[src/rtl/uart_word_sender_pkg.sv]
// uart_word_sender_pkg: shared FSM encoding, counter width and address-width helper
package uart_word_sender_pkg;
  typedef enum logic [2:0] {IDLE, LOAD, START, WAIT_BUSY, WAIT_DONE, GAP} state_t;
  localparam int CNT_W = 16;
  function automatic int clog2(input int n);
    int r;
    r = 0;
    while ((1 << r) < n) r++;
    return r;
  endfunction
endpackage

[src/rtl/uart_word_sender_sync_fifo.sv]
// sync_fifo: show-ahead synchronous FIFO with flush, full/empty/count
module sync_fifo
  import uart_word_sender_pkg::*;
#(
  parameter int W = 16,
  parameter int DEPTH = 8,
  localparam int AW = clog2(DEPTH)
) (
  input  logic         clk,
  input  logic         rst_n,
  input  logic         flush,
  input  logic         wr_en,
  input  logic [W-1:0] wr_data,
  input  logic         rd_en,
  output logic [W-1:0] rd_data,
  output logic         full,
  output logic         empty,
  output logic [AW:0]  count
);
  logic [W-1:0] mem_q [DEPTH];
  logic [AW-1:0] wp_q, wp_d, rp_q, rp_d;
  logic [AW:0] cnt_q, cnt_d;
  logic wr, rd;
  assign full = cnt_q == (AW+1)'(DEPTH);
  assign empty = cnt_q == '0;
  assign count = cnt_q;
  assign rd_data = mem_q[rp_q];
  assign wr = wr_en && !full && !flush;
  assign rd = rd_en && !empty && !flush;
  // next pointers and occupancy; flush wins over any concurrent access
  always_comb begin
    wp_d = flush ? '0 : wp_q + AW'(wr);
    rp_d = flush ? '0 : rp_q + AW'(rd);
    cnt_d = flush ? '0 : cnt_q + (AW+1)'(wr) - (AW+1)'(rd);
  end
  // pointer and count registers
  always_ff @(posedge clk or negedge rst_n)
    if (!rst_n) begin
      wp_q <= '0;
      rp_q <= '0;
      cnt_q <= '0;
    end else begin
      wp_q <= wp_d;
      rp_q <= rp_d;
      cnt_q <= cnt_d;
    end
  // storage needs no reset; empty/count guard every read
  always_ff @(posedge clk)
    if (wr) mem_q[wp_q] <= wr_data;
endmodule

[src/rtl/uart_word_sender.sv]
// uart_word_sender: buffers 16-bit words and feeds them bytewise to a UART transmitter
module uart_word_sender
  import uart_word_sender_pkg::*;
#(
  parameter int FIFO_DEPTH = 8,
  parameter bit MSB_FIRST = 1'b1,
  parameter int GAP_CYCLES = 4,
  parameter int START_TIMEOUT = 255
) (
  input  logic        clk,
  input  logic        rst_n,
  input  logic [15:0] in_data,
  input  logic        in_valid,
  output logic        in_ready,
  output logic [7:0]  tx_data,
  output logic        tx_start,
  input  logic        bps_start,
  input  logic        flush,
  output logic        busy,
  output logic [15:0] bytes_sent,
  output logic        err_timeout
);
  localparam int AW = clog2(FIFO_DEPTH);
  state_t state_q, state_d;
  logic [15:0] word_q, word_d, sent_q, sent_d, fifo_rd;
  logic [7:0] tx_data_q, tx_data_d;
  logic [CNT_W-1:0] cnt_q, cnt_d;
  logic sel_q, sel_d, tx_start_q, tx_start_d, err_q, err_d, drop_q, drop_d;
  logic pop, fifo_full, fifo_empty;
  logic [AW:0] fifo_count;
  sync_fifo #(.W(16), .DEPTH(FIFO_DEPTH)) u_fifo (
    .clk(clk),
    .rst_n(rst_n),
    .flush(flush),
    .wr_en(in_valid),
    .wr_data(in_data),
    .rd_en(pop),
    .rd_data(fifo_rd),
    .full(fifo_full),
    .empty(fifo_empty),
    .count(fifo_count)
  );
  assign in_ready = !fifo_full;
  assign busy = state_q != IDLE || fifo_count != '0;
  assign tx_data = tx_data_q;
  assign tx_start = tx_start_q;
  assign bytes_sent = sent_q;
  assign err_timeout = err_q;
  // byte sequencer: a frame in flight always completes; drop_q remembers a flush seen meanwhile
  always_comb begin
    state_d = state_q;
    word_d = word_q;
    sel_d = sel_q;
    tx_data_d = tx_data_q;
    tx_start_d = 1'b0;
    cnt_d = cnt_q;
    sent_d = sent_q;
    err_d = err_q;
    drop_d = drop_q;
    pop = 1'b0;
    case (state_q)
      IDLE: begin
        drop_d = 1'b0;
        if (!fifo_empty && !flush && !bps_start) begin
          pop = 1'b1;
          word_d = fifo_rd;
          sel_d = 1'b0;
          state_d = LOAD;
        end
      end
      LOAD: begin
        tx_data_d = (sel_q ^ MSB_FIRST) ? word_q[15:8] : word_q[7:0];
        state_d = flush ? IDLE : START;
      end
      START: begin
        tx_start_d = !flush;
        cnt_d = '0;
        state_d = flush ? IDLE : WAIT_BUSY;
      end
      WAIT_BUSY: begin
        drop_d = drop_q || flush;
        if (bps_start) state_d = WAIT_DONE;
        else if (32'(cnt_q) == START_TIMEOUT) begin
          err_d = 1'b1;
          state_d = IDLE;
        end else cnt_d = cnt_q + 1'b1;
      end
      WAIT_DONE: begin
        drop_d = drop_q || flush;
        if (!bps_start) begin
          sent_d = sent_q + 1'b1;
          cnt_d = '0;
          state_d = GAP;
        end
      end
      GAP: begin
        if (flush) state_d = IDLE;
        else if (32'(cnt_q) + 32'd1 >= GAP_CYCLES) begin
          state_d = (sel_q || drop_q) ? IDLE : LOAD;
          sel_d = 1'b1;
        end else cnt_d = cnt_q + 1'b1;
      end
      default: state_d = IDLE;
    endcase
  end
  // sequencer state and registered outputs
  always_ff @(posedge clk or negedge rst_n)
    if (!rst_n) begin
      state_q <= IDLE;
      word_q <= '0;
      sel_q <= 1'b0;
      tx_data_q <= '0;
      tx_start_q <= 1'b0;
      cnt_q <= '0;
      sent_q <= '0;
      err_q <= 1'b0;
      drop_q <= 1'b0;
    end else begin
      state_q <= state_d;
      word_q <= word_d;
      sel_q <= sel_d;
      tx_data_q <= tx_data_d;
      tx_start_q <= tx_start_d;
      cnt_q <= cnt_d;
      sent_q <= sent_d;
      err_q <= err_d;
      drop_q <= drop_d;
    end
endmodule
[config.mk]
export PLATFORM = sky130hd
export DESIGN_NAME = uart_word_sender
export DESIGN_NICKNAME = d
export VERILOG_FILES = /design/src/rtl/uart_word_sender_pkg.sv /design/src/rtl/uart_word_sender_sync_fifo.sv /design/src/rtl/uart_word_sender.sv
export SDC_FILE = /design/constraint.sdc
export NUM_CORES = 1
export LEC_CHECK = 0
export ABC_CLOCK_PERIOD_IN_PS = 3000
export BUFFER_PORTS_ARGS = -buffer_cell sky130_fd_sc_hd__buf_2
export CAP_MARGIN = 40
export CORE_MARGIN = 1
export CORE_UTILIZATION = 60
export DETAILED_ROUTE_END_ITERATION = 12
export PLACE_DENSITY = 0.79
export SLEW_MARGIN = 30
export SYNTH_ARGS = -nofsm -noshare
export SYNTH_HDL_FRONTEND = slang
export SYNTH_SLANG_ARGS = --single-unit
[constraint.sdc]
create_clock -name clk -period 3 [get_ports clk]
set_input_delay 0.3 -clock clk [delete_from_list [all_inputs] [get_ports clk]]
set_output_delay 0.3 -clock clk [all_outputs]
set_load 0.01 [all_outputs]
Word-level counts from Yosys, hierarchy flattened
Memory sizes are Yosys's and may differ from the RTL's. A register that Yosys moved wholly into a read port is not among the register bits.
Index checks and enable logic that the tools add are counted.
{ "word_totals": {"reg_bits": 57, "ram_bits": 128, "input_bits": 21, "out_inout_bits": 28, "mem_count": 1} }
{ "classes": {"n_addsub": 7, "order_cmp": 1, "n_eq_ne": 16, "muxes": 30, "bitwise_logic": 1, "n_reduce_logical": 28} }
{ "mem_list": {"columns": ["name", "depth", "word_bits", "read_ports", "rd_clocked_by_memory_dff", "wr", "line_no", "text"], "rows": [
  ["u_fifo.mem_q", 8, 16, 1, 1, 1, "uart_word_sender_sync_fifo.sv:20", "logic [W-1:0] mem_q [DEPTH];"]
]} }
{ "ops": {"columns": ["op", "n"], "rows": [
  ["16-bit 2-to-1 mux", 5],
  ["16-bit one-hot mux with 4 select lines", 1],
  ["16-bit by 1-bit adder with 16-bit output (second input constant)", 2],
  ["3-bit 2-to-1 mux", 8],
  ["3-bit one-hot mux with 6 select lines", 1],
  ["16-bit by 1-bit adder with 17-bit output (second input constant)", 1],
  ["17-bit by 3-bit greater-or-equal comparator with 1-bit output (second input constant)", 1],
  ["16-bit by 8-bit equality test with 1-bit output (second input constant)", 1],
  ["2-bit != test (second input constant)", 7],
  ["1-bit 2-to-1 mux", 9],
  ["8-bit 2-to-1 mux", 1],
  ["4-bit AND reduction", 2],
  ["4-bit nonzero test", 2],
  ["3-bit by 1-bit adder with 3-bit output", 2],
  ["3-bit by 2-bit equality test with 1-bit output (second input constant)", 2],
  ["3-bit equality test (second input constant)", 2],
  ["1-bit logical AND", 6],
  ["3-bit != test (second input constant)", 2],
  ["6-bit AND reduction", 1],
  ["1-bit logical NOT", 5],
  ["4-bit by 1-bit adder with 4-bit output", 1],
  ["4-bit equality test (second input constant)", 1],
  ["4-bit logical NOT", 1],
  ["2-bit 2-to-1 mux", 2],
  ["12 further kinds", 17]
]} }

Logic depth before layout (Yosys ltp)
{ "logic_depth": {"depth_word": 10, "ltp_mapped": 13} }

Modules after synthesis
A second synthesis with hierarchy kept.
{ "hier_totals": {"cells_unflattened": 577, "area_unflattened_um2": 8863.5} }
{ "by_module_without_submodules": {"columns": ["mod", "n_inst", "cells_per_inst", "area_each_um2", "seq_area_each_um2"], "rows": [
  ["sync_fifo", 1, 250, 5544.1, 4093.9],
  ["uart_word_sender", 1, 327, 3319.4, 1576.5]
]} }

Worst setup path before layout
No wires, ideal clock.
{ "synth_timing": {"path_type": "flip-flop to flip-flop", "from": "register cnt_q[0]", "to": "register state_q[0]", "arrival_time_ps": 2588, "required_time_ps": 2875, "setup_slack_ps": 287, "path_stages_with_launch": 8, "n_path_buf": 0, "period_less_slack_ps": 2713, "cell_sequence": "dfrtp_1 > ha_1 > or4_2 > a222oi_1 > and4_4 > nand3_1 > o221ai_1 > mux2_2"} }
{ "synth_via": {"elab_chain_cells": 4} }
{ "synth_lines": {"columns": ["element", "line_no", "text"], "rows": [
  ["start, declared", "uart_word_sender.sv:27", "logic [CNT_W-1:0] cnt_q, cnt_d;"],
  ["start signal, assigned", "uart_word_sender.sv:124", "cnt_q <= cnt_d;"],
  ["16-bit by 1-bit adder with 17-bit output", "uart_word_sender.sv:98", "else if (32'(cnt_q) + 32'd1 >= GAP_CYCLES) begin"],
  ["17-bit by 3-bit greater-or-equal comparator with 1-bit output", "uart_word_sender.sv:98", null],
  ["3-bit != test (no line)", null, null],
  ["4-bit AND reduction (no line) *", null, null],
  ["end signal, assigned", "uart_word_sender.sv:119", "state_q <= state_d;"],
  ["end, declared", "uart_word_sender.sv:24", "state_t state_q, state_d;"]
]} }
Every way passes the cells marked *; elsewhere a longest branch is shown, timed or not.
A chain may end at the register's enable or synchronous reset.

Worst setup path in the final report
{ "layout_timing": {"from": "register cnt_q[1]", "to": "register state_q[0]"} }
Same word-level chain as after synthesis.

==> flow_metrics.tcl <==
set metrics [dict create \
    fin_area_sq_um 9910 \
    fin_cells 860 \
    hold_viol_final 0 \
    clock_skew_ns 0.0121 \
    synth_edf_count 128 \
    floorplan.rows 43 \
    power.total_mw 7.22 \
    timing.rr.start "cnt_q[1]$_DFFE_PN0P_" \
    power_switching_mw 2.07 \
    die_y_um 122 \
    vias 5463 \
    rrSetupSlack_ns 0.12 \
    dr.pass1.iters 6 \
    antenna_found_initial 0 \
    regToRegEndpoint "state_q[0]$_DFFE_PN0P_" \
    grt_overflow 0 \
    min_period_over_period_pct 96.0 \
    critical_path.endpoint "state_q[0]$_DFFE_PN0P_" \
    switching_share_pct 28.7 \
    ys_top_cells_by_count "edfxtp_1 (128), dfrtp_1 (73), nor2_1 (48), nand2_1 (34), mux4_2 (32)" \
    port_buffers 48 \
    nets 701 \
    relSlewSlack_pct 53.7 \
    status "completed" \
    antenna_cells 0 \
    final_max_slew_viol_count 0 \
    seq_area_sq_um 5670 \
    cts_inserted_buffers 20 \
    setup_viol 0 \
    netlist_area_sq_um 8700 \
    crit_path_end_kind "register" \
    ys_warn_count 0 \
    htree_levels 1 \
    core_area_sq_um 14000 \
    clockBufferDepth 3 \
    gp_congestion 0.893 \
    synth_cell_types 61 \
    holdWs_ns 0.0593 \
    synth_area_leaders "edfxtp_1 (44%), dfrtp_1 (21%), mux4_2 (8.3%)" \
    grt.total_usage_pct 26.0 \
    dpl.hpwl_um 11400 \
    synth_top_cell_by_area "edfxtp_1" \
    worstPathMaxFanout 6 \
    vias_per_cell 6.35 \
    fillerInstances 898 \
    fp.dieW_um 122 \
    area_growth_pct 13.8 \
    cp-start-kind "register" \
    wl_per_cell_um 21.4 \
    rsz0062_at_grt "no" \
    final.setup.tns_ns 0 \
    synthArstFlopShare_pct 36.3 \
    critPathKind "register to register" \
    design.die.area_sq_um 15000 \
    post_cts_buffers 0 \
    r2r_cells 7 \
    required_ns 3.39 \
    drt-total-wl_um 18400 \
    ctsRootBufferMaster "clkbuf_16" \
    multi_input_area_sq_um 2880 \
    power_frac_comb_pct 19.8 \
    postSynthCellCount 602 \
    grt_pass1_vias 5429 \
    maxCapViolCount 0 \
    vdd_ir_drop_max_mv 0.586 \
    initial_core_util_pct 62.0 \
    min_path_type "primary input to register" \
    syn_avg_cell_area_sq_um 14.5 \
    power_frac_seq_pct 47.8 \
    syn_nets 637 \
    internal-power_mw 5.15 \
    power_density_nw_per_um2 729 \
    drt_iter0_markers 548 \
    antenna_left 0 \
    dp.cells 823 \
    synth-seq-cells 201 \
    final_util_pct 70.6 \
    grt_max_degree 35 \
    cts_tree "yes" \
    ys.flop_type "edfxtp_1" \
    placed_area_sq_um 9260 \
    synth_top_area_share_pct 44.2 \
    ios 49 \
    drive_gt1_share_pct 22.5 \
    p_clk_share_pct 32.4 \
    dp_slack_ns 0.113 \
    synth.most_common_cell "edfxtp_1" \
    setup.worst_path.start "cnt_q[1]$_DFFE_PN0P_" \
    yosysSeqAreaShare_pct 65.1 \
    cp.arrival_ns 3.27 \
    cts.sinks 201 \
    insertion_delay_ns 0.51 \
    fin_crit_ns 2.88 \
    p_leak_nw 3.60 \
    tightest_slew_ns 0.687 \
    max_freq_mhz 347 \
    grt_first_pass_wirelength_um 29100 \
    layout_setup_ws_ns 0.119 \
    drc 0 \
    clk_pin_slew_ns 0.06 \
]
-- worst min path at each step --
stage,endpoint,cells after the start,startpoint,slack [ns]
after floorplan,bytes_sent[0]$_DFFE_PN0P_,0,rst_n,0.004
after global placement,u_fifo.count[3]$_DFF_PN0_,1,rst_n,0.36
after detailed placement,u_fifo.count[2]$_DFF_PN0_,1,rst_n,0.37
after CTS,u_fifo.mem_q[2][14]$_DFFE_PP_,1,in_data[14],0.05
after global routing,u_fifo.mem_q[3][11]$_DFFE_PP_,1,in_data[11],0.05
final,u_fifo.mem_q[5][4]$_DFFE_PP_,1,in_data[4],0.06
-- worst max-delay path, cell delays in order, from the launching register on --
cell	delay, ns
dfrtp_1	0.43
ha_2	0.22
or4_2	0.66
a222oi_1	0.43
and4_4	0.33
nand3_1	0.12
o221ai_2	0.23
mux2_2	0.35
-- power by group through the flow --
stage | logic [mW] | registers, mW | clock network (mW)
floorplan | 0.960 | 3.43 | 0
global placement | 1.34 | 3.47 | 0
detailed placement | 1.38 | 3.49 | 0
CTS | 1.41 | 3.44 | 2.37
global route | 1.58 | 3.48 | 2.49
finish | 1.43 | 3.45 | 2.34
-- final cells by class --
type	instances	area share (%)
inverter	13	0.493
sequential	201	57.2
timing repair buffer	76	4.70
clock inverter	4	0.530
multi-input combinational	354	29.0
tap	180	2.27
clock buffer	32	5.71
-- flip-flops by register name (all words and copies together), names as in the netlist, 3 cells and up --
name / cells
cnt_q: 16
u_fifo.wp_q: 3
bytes_sent: 16
state_q: 3
u_fifo.rp_q: 3
u_fifo.count: 4
word_q: 16
tx_data: 8
u_fifo.mem_q: 128
-- what timing repair did --
action | in CTS | in global routing
gates resized for setup | 0 | 4
hold buffers | 1 | 0
hold endpoints to repair | 26 | 0
endpoints found under the setup margin | 0 | 3
-- per-layer routing --
metal / part of all wire, % / vias up / global-route usage, %
met5: 0 / - / 0
met4: 2.7 / 0 / 8.77
met3: 6.2 / 44 / 4.18
met2: 49 / 215 / 42.3
met1: 42 / 2755 / 35.9
li1: - / 2449 / -
-- layout by cell type, fill, tap and decap left out, types with 11 or more instances in the layout --
| cell type | synthesis | routed |
|---|---|---|
| nor3_1 | 13 | 11 |
| nand2_1 | 34 | 34 |
| ha_1 | 13 | 12 |
| clkbuf_16 | 0 | 20 |
| mux2i_1 | 26 | 26 |
| inv_1 | 13 | 13 |
| nor2_1 | 48 | 48 |
| o211ai_1 | 16 | 16 |
| edfxtp_1 | 128 | 128 |
| xnor2_1 | 17 | 17 |
| mux4_2 | 32 | 32 |
| buf_4 | 1 | 26 |
| dfrtp_1 | 73 | 72 |
| nand3_1 | 19 | 19 |
| a21oi_1 | 30 | 30 |
| buf_2 | 4 | 48 |
-- kinds of logic after synthesis --
logic type / share of synthesized area (%)
DFF: 65.1
and+or+nand+nor: 9.73
AOI/OAI and AO/OA: 7.36
muxes: 11.5
buffers and inverters: 2.23
xor gates and xnor gates: 1.91
adders and majority gates: 2.10
(Power assumes the default switching activity.)
